[src/rtl/cmd_loader.sv]
`default_nettype none
// ============================================================================
// Module   : cmd_loader
// Purpose  : Packs WORDS_PER_CMD host words into one command and writes it
//            to sequential command-memory addresses, one strobe per command.
// Revision : 1.0 - initial release
// ============================================================================
module cmd_loader #(
   parameter int CMD_WIDTH      = 128,
   parameter int CMD_ADDR_WIDTH = 16,
   parameter int WORD_WIDTH     = 32
) (
   input  logic                      clk,
   input  logic                      reset,
   input  logic                      start,
   input  logic [CMD_ADDR_WIDTH-1:0] base_addr,
   input  logic [CMD_ADDR_WIDTH-1:0] num_cmds,
   input  logic [WORD_WIDTH-1:0]     word_in,
   input  logic                      word_valid,
   output logic                      word_ready,
   output logic [CMD_ADDR_WIDTH-1:0] cmd_write_addr,
   output logic [CMD_WIDTH-1:0]      cmd_write,
   output logic                      cmd_write_enable,
   output logic                      busy,
   output logic                      done
);

   localparam int WORDS_PER_CMD = CMD_WIDTH / WORD_WIDTH;
   localparam int IDX_W         = (WORDS_PER_CMD > 1) ? $clog2(WORDS_PER_CMD) : 1;
   localparam logic [IDX_W-1:0]          C_LAST_IDX = IDX_W'(WORDS_PER_CMD - 1);
   localparam logic [CMD_ADDR_WIDTH-1:0] C_ONE      = CMD_ADDR_WIDTH'(1);

   typedef enum logic [1:0] {
      IDLE  = 2'd0,
      LOAD  = 2'd1,
      FLUSH = 2'd2
   } state_t;

   state_t                    r_state;
   state_t                    w_next_state;
   logic [CMD_ADDR_WIDTH-1:0] r_addr;
   logic [CMD_ADDR_WIDTH-1:0] r_remaining;
   logic [IDX_W-1:0]          r_word_idx;
   logic [CMD_WIDTH-1:0]      r_assembly;
   logic [CMD_WIDTH-1:0]      w_next_asm;
   logic                      w_handshake;
   logic                      w_last_word;
   logic                      w_last_cmd;

   always_ff @(posedge clk) begin
      if (reset) begin
         r_state <= IDLE;
      end else begin
         r_state <= w_next_state;
      end
   end

   always_comb begin
      w_next_state = r_state;
      word_ready   = (r_state == LOAD);
      w_handshake  = word_valid && word_ready;
      w_last_word  = (r_word_idx == C_LAST_IDX);
      w_last_cmd   = (r_remaining == C_ONE);
      case (r_state)
         IDLE: begin
            if (start && (num_cmds != '0)) begin
               w_next_state = LOAD;
            end
         end
         LOAD: begin
            if (w_handshake && w_last_word && w_last_cmd) begin
               w_next_state = FLUSH;
            end
         end
         FLUSH:   w_next_state = IDLE;
         default: w_next_state = IDLE;
      endcase
   end

   // Assembly with the current word dropped into its slot, so the final
   // word can be written out in the same edge it is accepted.
   always_comb begin
      w_next_asm = r_assembly;
      for (int k = 0; k < WORDS_PER_CMD; k++) begin
         if (r_word_idx == IDX_W'(k)) begin
            w_next_asm[k*WORD_WIDTH +: WORD_WIDTH] = word_in;
         end
      end
   end

   always_ff @(posedge clk) begin
      if (reset) begin
         r_addr           <= '0;
         r_remaining      <= '0;
         r_word_idx       <= '0;
         r_assembly       <= '0;
         cmd_write        <= '0;
         cmd_write_addr   <= '0;
         cmd_write_enable <= 1'b0;
         done             <= 1'b0;
      end else begin
         cmd_write_enable <= 1'b0;
         done             <= 1'b0;
         case (r_state)
            IDLE: begin
               if (start) begin
                  if (num_cmds != '0) begin
                     r_addr      <= base_addr;
                     r_remaining <= num_cmds;
                     r_word_idx  <= '0;
                  end else begin
                     done <= 1'b1;
                  end
               end
            end
            LOAD: begin
               if (w_handshake) begin
                  r_assembly <= w_next_asm;
                  if (w_last_word) begin
                     r_word_idx       <= '0;
                     cmd_write        <= w_next_asm;
                     cmd_write_addr   <= r_addr;
                     cmd_write_enable <= 1'b1;
                     r_addr           <= r_addr + C_ONE;
                     r_remaining      <= r_remaining - C_ONE;
                     done             <= w_last_cmd;
                  end else begin
                     r_word_idx <= r_word_idx + IDX_W'(1);
                  end
               end
            end
            default: begin
            end
         endcase
      end
   end

   assign busy = (r_state != IDLE);

endmodule
`default_nettype wire
[config.mk]
export PLATFORM = sky130hd
export DESIGN_NAME = cmd_loader
export DESIGN_NICKNAME = d
export VERILOG_FILES = /design/src/rtl/cmd_loader.sv
export SDC_FILE = /design/constraint.sdc
export NUM_CORES = 1
export LEC_CHECK = 0
export ABC_AREA = 0
export ABC_CLOCK_PERIOD_IN_PS = 3300
export BUFFER_PORTS_ARGS = -buffer_cell sky130_fd_sc_hd__buf_2
export CAP_MARGIN = 10
export CORE_ASPECT_RATIO = 0.7
export CORE_UTILIZATION = 55
export CTS_CLUSTER_SIZE = 25
export DETAILED_ROUTE_END_ITERATION = 10
export GPL_ROUTABILITY_DRIVEN = 0
export PLACE_DENSITY = 0.79
export SYNTH_ARGS = -nofsm -noshare
export SYNTH_HDL_FRONTEND = slang
export SYNTH_SLANG_ARGS = --single-unit
[constraint.sdc]
create_clock -name clk -period 3.3 [get_ports clk]
set_input_delay 0.33 -clock clk [delete_from_list [all_inputs] [get_ports clk]]
set_output_delay 0.33 -clock clk [all_outputs]
set_load 0.05 [all_outputs]
Yosys cells after proc, flatten, opt, wreduce, memory -nomap -nowiden. Index checks and enable logic that the tools add are counted.

Equality and inequality tests: 11. Multiplexer cells: 28. Add/subtract/negate cells: 3. Bitwise operators: 2. Reductions and logical operators: 15.

Operators with widths (count): $mux W16 (8); $mux W32 (4); $pmux W16 S2 (2); $add A16 B1 Y16 const B (1); $eq A16 B1 Y1 const B (1); $reduce_bool A16 Y1 (1); $sub A16 B1 Y16 const B (1); $mux W2 (6); $pmux W2 S2 (2); $ne A2 B1 Y1 const B (3); $ne A2 B2 Y1 const B (3); $mux W1 (5); $reduce_and A5 Y1 (1); $eq A2 B1 Y1 const B (2); $eq A2 B2 Y1 const B (2); $logic_and A1 B1 Y1 (4); $logic_not A2 Y1 (2); $reduce_and A2 Y1 (2); $reduce_and A4 Y1 (1); $reduce_bool A2 Y1 (2); $reduce_and A3 Y1 (1); $reduce_or A3 Y1 (1); $add A2 B1 Y2 const B (1); $not A1 Y1 (2); $pmux W1 S2 (1).

Bits of input ports: 68. Logic and storage cells: 68. Output and inout port bits: 148. Bits in registers: 310.

Logic depth before layout (Yosys ltp). Gate-level depths: netlist of the first run.

Depth in word-level cells: 6. Gate-level depth with buffers: 9. Gate-level depth less buffers: 7.

Worst setup path before layout of the first run. No wires, ideal clock.

Path type: reg-to-reg. Start: register r_remaining[0]. End: register r_remaining[10]. Required time: 3.168 ns. Library setup time: 0.132 ns. Path slack: 1.079 ns. Arrival time: 2.088 ns. Period minus slack after synthesis: 2.221 ns. Stages on the path, launching flop included: 9. Buffers on the path: 1. Path through: dfxtp_1 -> inv_1 -> ha_1 -> or3b_2 -> or4_1 -> clkbuf_1 -> o41a_1 -> o21ai_0 -> a21oi_1.

Word-level cells in the longest chain between the ends: 4.

RTL lines: from (decl) (RTL line 42) `logic [CMD_ADDR_WIDTH-1:0] r_remaining;`; from (signal assigned) (RTL line 109) `r_remaining <= num_cmds;`; from (signal assigned) (RTL line 125) `r_remaining <= r_remaining - C_ONE;`; $sub A16 B1 Y16 (RTL line 125); $mux W16 (RTL line 119) `if (w_last_word) begin`; $mux W16 (RTL line 117) `if (w_handshake) begin`; $pmux W16 S2 (RTL line 104) `case (r_state)`.

Every way passes these cells. The select of a mux whose other input is x is not followed. A chain may end at the register's enable or synchronous reset.

Final worst setup path of the first run.
Start: register r_state[0]. End: register cmd_write[87].

Word-level cells in the longest chain between the ends: 3.

RTL lines: from (decl) (RTL line 39) `state_t r_state;`; from (signal assigned) (RTL line 54) `r_state <= w_next_state;`; $eq A2 B1 Y1 * (RTL line 60, 104); $logic_and A1 B1 Y1 (RTL line 61) `w_handshake = word_valid && word_ready;`; $reduce_and A3 Y1 (no line) *; to (signal assigned) (RTL line 121) `cmd_write <= w_next_asm;`; to (decl) (RTL line 22) `output logic [CMD_WIDTH-1:0] cmd_write,`.

Mark *: on every way between the ends. The rest lies on a longest branch, timed or not.

==> flow_summary.ini, run 1 <==
[timing]
min_period_ns = 2.663
rsz0062_at_grt = false
timing.slew.headroom_pct = 40.02
max_freq_mhz = 375.5
fin_crit_sh_pct = 80.71
fin_skew_ns = 0.01064
fin_setup_tns_ns = 0
worstMarginPinSlew_ns = 0.8986
finalSetupViolCount = 0
hold_viol_final = 0
slew_violations = 0

[route]
wire_per_inst_um = 16.81
vias = 10300
drt_iter0_drc = 930
viasPerCell = 5.734
drt-total-wl_um = 30200
ant_nets = 0
drc = 0
drt_first_pass_iters = 6

[logic_synthesis]
synthMuxAreaShare_pct = 8.550
synth_compound_area_share_pct = 18.85
synth_ff_type = dfxtp_1
ys.warnings.count = 0
avgSynthCellArea_um2 = 8.325
synthSimpleGateAreaFrac_pct = 18.22
synthAdderAreaFrac_pct = 0.7713
yosys.area_share.xor_xnor_pct = 0.07713
synth_top_family_by_area = compound AO/OA/AOI/OAI gates
yosysSeqAreaShare_pct = 49.01
synth_edf_count = 0
synth-seq-cells = 278
synth_cell_types = 50
synth_area_um2 = 11360
syn_inst = 1364
syn_nets = 1439
async_flop_share_pct = 0

[worst_setup_path]
worstPathArrival_ns = 3.08
cpMaxStageDelayCell = dfxtp_1
endpoint_kind = flop
cp-start-kind = flop
crit_family = buffers and inverters
slowest_delay_ns = 0.72
required_ns = 3.72
worstSetupPathType = flop to flop
cp_max_fo = 180
critPathBufInv = 2
path_cells = nand2b_2 -> inv_1 -> and3_4 -> buf_12 -> nor2_1 -> a211oi_1

[cts]
clkSlewWorstSetupHoldPaths_ns = 0.07
cts_sinks = 278
cts_tree = built
hold_buffers = 0
post_cts_buffers = 0
clkLatencyLatePin_ns = 0.53
cts_resized = 0
numCtsBuffers = 26
clock-root-buffer = clkbuf_16
clock_path_buffers = 3
htreeDepth = 1

[finish]
multiInputGateArea_um2 = 5308
instances_no_fill = 1797
layout.nets = 1581
regArea_um2 = 5565
fill_cells = 1735
drive_above_1_share_pct = 18.61
syn_to_final_growth_pct = 17.83

[status]
status = completed

[grt]
grt_max_degree = 181
gr-usage-all-layers_pct = 28.01
grt_pass1_vias = 9352
grt_pass1_wl_um = 48520
grt_overflow_total = 0
antenna_found_initial = 1

[pwr]
vdd_ir_drop_max_mv = 0.3260
power_frac_comb_pct = 8.0
power_density_nw_per_um2 = 533.3
seqPwrFrac_pct = 48.5
power_frac_clock_pct = 43.4
switching_share_pct = 23.99
switchingPower_mw = 1.712
p_int_mw = 5.424
leakagePower_nw = 5.108

[worst_hold_path]
worst_hold_path_type = primary input to flop

[floorplan]
fp.dieArea_um2 = 21240
rows = 43
die_h_um = 122.2
ioPinCount = 216
coreArea_um2 = 20010
fp.dieW_um = 173.7
initial_core_util_pct = 56.74

[placed_design]
hpwl_um = 19180
dp.cells = 1748
io_buffers = 215

[flow_run]
max-cap-violations = 0
## worst register-to-register path, delay by kind of cell, from the launching register on
family	cells	cell delay [ns]
compound gates	1	0.27
simple gates	3	0.70
buf+inv	2	0.86
flops	1	0.72
## final timing paths
| kind | depth (start not counted) | startpoint | to | slack [ns] |
|---|---|---|---|---|
| setup / recovery | 6 | r_state[0] | cmd_write[87] | 0.64 |
| hold reg to reg | 2 | cmd_write[113] | cmd_write[113] | 0.45 |
| setup reg to reg | 6 | r_state[0] | cmd_write[87] | 0.64 |
| hold / removal | 3 | base_addr[0] | r_addr[0] | 0.08 |
## per-stage QoR
step / utilization [%] / hold slack, ns / worst slack [ns] / power (mW) / cell area [um2]
finish: 66.85 / 0.08013 / 0.6366 / 7.136 / 13380
global route: 66.85 / 0.08829 / 0.3774 / 7.376 / 13380
CTS: 66.84 / 0.06537 / 0.7044 / 7.153 / 13380
detailed placement: 62.45 / 0.4431 / 0.7674 / 4.101 / 12500
global placement: 62.45 / 0.4388 / 0.8517 / 4.091 / 12500
floorplan: - / 0.4357 / 1.079 / 3.913 / 11360
## sequential cells by signal, indices dropped and copies added, names as in the netlist
| register | flops |
|---|---|
| cmd_write | 128 |
| cmd_write_addr | 16 |
| cmd_write_enable | 1 |
| done | 1 |
| r_addr | 16 |
| r_assembly | 96 |
| r_remaining | 16 |
| r_state | 2 |
| r_word_idx | 2 |
## synthesized netlist by cell type, types with 6 or more instances
cell type / count / area, um2
nor2_1: 109 / 409.1
mux2i_1: 97 / 970.9
nand2b_1: 9 / 56.30
o21a_1: 6 / 45.04
clkbuf_1: 104 / 390.4
buf_1: 8 / 30.03
o21ai_0: 23 / 115.1
dfxtp_1: 278 / 5565
a21oi_1: 183 / 915.9
o32ai_1: 8 / 70.07
a211oi_1: 99 / 743.2
and3_1: 6 / 37.54
nand3_1: 14 / 70.07
nand2_1: 322 / 1209
inv_1: 10 / 37.54
nor3_1: 9 / 45.04
nor4_1: 10 / 62.56
ha_1: 7 / 87.58
## layout by cell type, fill, tap and decap left out, types with 11 or more instances in the layout
cell / count
nand2_1: 322
dfxtp_1: 278
buf_2: 214
a21oi_1: 183
nor2_1: 109
a211oi_1: 99
mux2i_1: 97
clkbuf_16: 27
o21ai_0: 23
buf_4: 14
nand3_1: 11
## metal layers
metal  up-vias  wire length, um  global-route usage (%)
met5         -                0                       0
met4         0              738                   8.607
met3        53             2219                   4.616
met2       371            13510                   43.93
met1      4882            13740                   39.71
li1       4998                -                       -
## final cells by class
class / instances / area share (%)
Antenna cell: 1 / 0.01870
Clock buffer: 38 / 5.583
Clock inverter: 10 / 0.9912
Inverter: 10 / 0.2805
Multi-Input combinational cell: 958 / 39.67
Sequential cell: 278 / 41.59
Tap cell: 270 / 2.525
Timing Repair Buffer: 232 / 9.342
## power groups by stage
stage | Clock [mW] | Sequential (mW) | Combinational (mW)
6_report | 3.10 | 3.46 | 0.574
5_1_grt | 3.28 | 3.47 | 0.628
2_1_floorplan | 0 | 3.52 | 0.389
3_5_place_dp | 0 | 3.54 | 0.565
3_3_place_gp | 0 | 3.53 | 0.557
4_1_cts | 3.12 | 3.46 | 0.568
## cells by family (layout without fill, tap and decap cells)
logic type      count (synthesis)  count (layout)
compound gates                350             350
xor+xnor                        1               1
fa+ha+maj                       7               7
buf+inv                       128             290
flops                         278             278
mux                            97              97
other cells                     0               1
simple gates                  503             503
Note: power is estimated with default switching activity, not from simulation.
==> run 2: changes to the inputs <==
Settings changed: ABC_CLOCK_PERIOD_IN_PS 3300 to 2140, CORE_UTILIZATION 55 to 50, PLACE_DENSITY 0.79 to 0.76.
Clock period 3.3 ns to 2.14 ns, I/O delays scaled along.
==> run 2 against run 1 <==
Against the previous run: critical endpoint is now r_remaining[9]; register-to-register slack got worse by 0.69 ns; global-route usage decreased by 1.5 points; clock-buffer cell count decreased by 7; the run now ends with negative setup slack left.
==> flow_summary.ini, run 2 (synthesized netlist as in run 1, its figures left out) <==
[route]
drt-total-wl_um = 31980
drt_iter0_drc = 956
wire_per_inst_um = 17.06
ant_nets = 0
drt_first_pass_iters = 5
viasPerCell = 5.637
vias = 10570
drc = 0

[timing]
max_freq_mhz = 456.7
min_period_ns = 2.189
timing.slew.headroom_pct = 63.94
fin_crit_sh_pct = 102.3
worstMarginPinSlew_ns = 0.5409
rsz0062_at_grt = true
fin_skew_ns = 0.009929
fin_hold_ws_ns = 0.01690
hold_viol_final = 0
finalSetupViolCount = 3
slew_violations = 0
setup_ws_ns = -0.04947

[finish]
reg_top3 = cmd_write: 128 flops, r_assembly: 96 flops
final_common_cell = nand2_1
syn_to_final_growth_pct = 24.20
fill_cells = 1868
largest_reg_flops = 128
antenna_cells = 0
layout.nets = 1648
mostFrequentLayoutCells = nand2_1, dfxtp_1, buf_2, a21oi_1, nor2_1
instances_no_fill = 1875
post-route-util_pct = 64.23
multiInputGateArea_um2 = 5383
regArea_um2 = 5568
top_register = cmd_write
drive_above_1_share_pct = 21.78

[floorplan]
fp.dieW_um = 182.1
ioPinCount = 216
initial_core_util_pct = 51.72
die_h_um = 128.1
fp.dieArea_um2 = 23330
rows = 45
coreArea_um2 = 21960

[worst_hold_path]
worst_hold_path_type = primary input to flop
hold_depth = 3
holdPathEnd = r_assembly[72]
min-delay-start = word_in[8]

[cts]
clkLatencyLatePin_ns = 0.53
clock_path_buffers = 3
cts_tree = built
cts_sinks = 278
clkSlewWorstSetupHoldPaths_ns = 0.07
htreeDepth = 1
clock-root-buffer = clkbuf_16
numCtsBuffers = 27

[worst_setup_path]
worstSetupPathType = flop to flop
reg2reg_setup_slack_ns = -0.05
required_ns = 2.61
r2r_cells = 5
cp_max_fo = 6
r2r-start = r_remaining[2]
cp-start-kind = flop
endpoint_kind = flop
r2r-end = r_remaining[9]
worstPathArrival_ns = 2.66

[flow_run]
max-cap-violations = 0

[pwr]
vdd_ir_drop_max_mv = 0.7040
power_density_nw_per_um2 = 797.3
leakagePower_nw = 5.441
power.total_mw = 11.24

[grt]
antenna_found_initial = 0
gr-usage-all-layers_pct = 26.55
grt_pass1_wl_um = 50460
grt_overflow_total = 0
grt_pass1_vias = 9677
grt_max_degree = 117

[placed_design]
io_buffers = 215
hpwl_um = 20400
dp.cells = 1797

[status]
status = finished with violations
violations = negative setup slack
-- run 2: layer usage --
metal | vias up | wire length (um) | global-route usage (%)
met1 | 4984 | 14780 | 38.21
met5 | - | 0 | 0
met3 | 51 | 2122 | 3.835
met4 | 0 | 636 | 6.673
li1 | 5135 | - | -
met2 | 399 | 14440 | 41.81
-- run 2: power by group --
group | total (mW) | internal [mW] | switching (mW)
Sequential | 5.33 | 5.26 | 0.0750
Clock | 4.80 | 2.73 | 2.07
Combinational | 1.11 | 0.460 | 0.649
Total | 11.2 | 8.45 | 2.79
-- run 2: cell type report --
type	count	area share, %
Sequential cell	278	39.48
Tap cell	282	2.502
Timing Repair Buffer	298	13.29
Clock buffer	31	4.968
Clock inverter	18	1.331
Multi-Input combinational cell	958	38.17
Inverter	10	0.2661
-- run 2: worst max path at each step --
stage	start	depth (start not counted)	to
CTS	r_remaining[1]	7	r_remaining[10]
finish	r_remaining[2]	5	r_remaining[9]
detailed placement	r_remaining[1]	7	r_remaining[10]
global route	r_remaining[2]	5	r_remaining[9]
floorplan	r_remaining[3]	6	r_remaining[9]
global placement	r_remaining[1]	7	r_remaining[10]
-- run 2: worst max-delay path, stage by stage (launching register included) --
cell,delay (ns)
dfxtp_1,0.37
or4_4,0.51
or4_4,0.47
or4_4,0.44
a311oi_2,0.24
a21o_1,0.11
-- run 2: repair_timing --
| item | 4_1_cts | 5_1_grt |
|---|---|---|
| resized for setup | 4 | 22 |
| setup endpoints to repair | 6 | 7 |
| pin swaps | 0 | 4 |
| hold buffers | 27 | 0 |
| cloned | 0 | 0 |
| setup buffers | 0 | 2 |
| endpoints found under the hold margin | 72 | 0 |
-- run 2: metrics by stage --
stage | TNS (ns) | worst slack [ns] | cell area (um2)
finish | -0.08945 | -0.04947 | 14100
global route | -0.3159 | -0.08791 | 14100
CTS | 0 | 0.01116 | 14020
detailed placement | -0.2871 | -0.07243 | 12840
global placement | -0.04796 | -0.03024 | 12840
floorplan | -0.01084 | -0.01084 | 11370
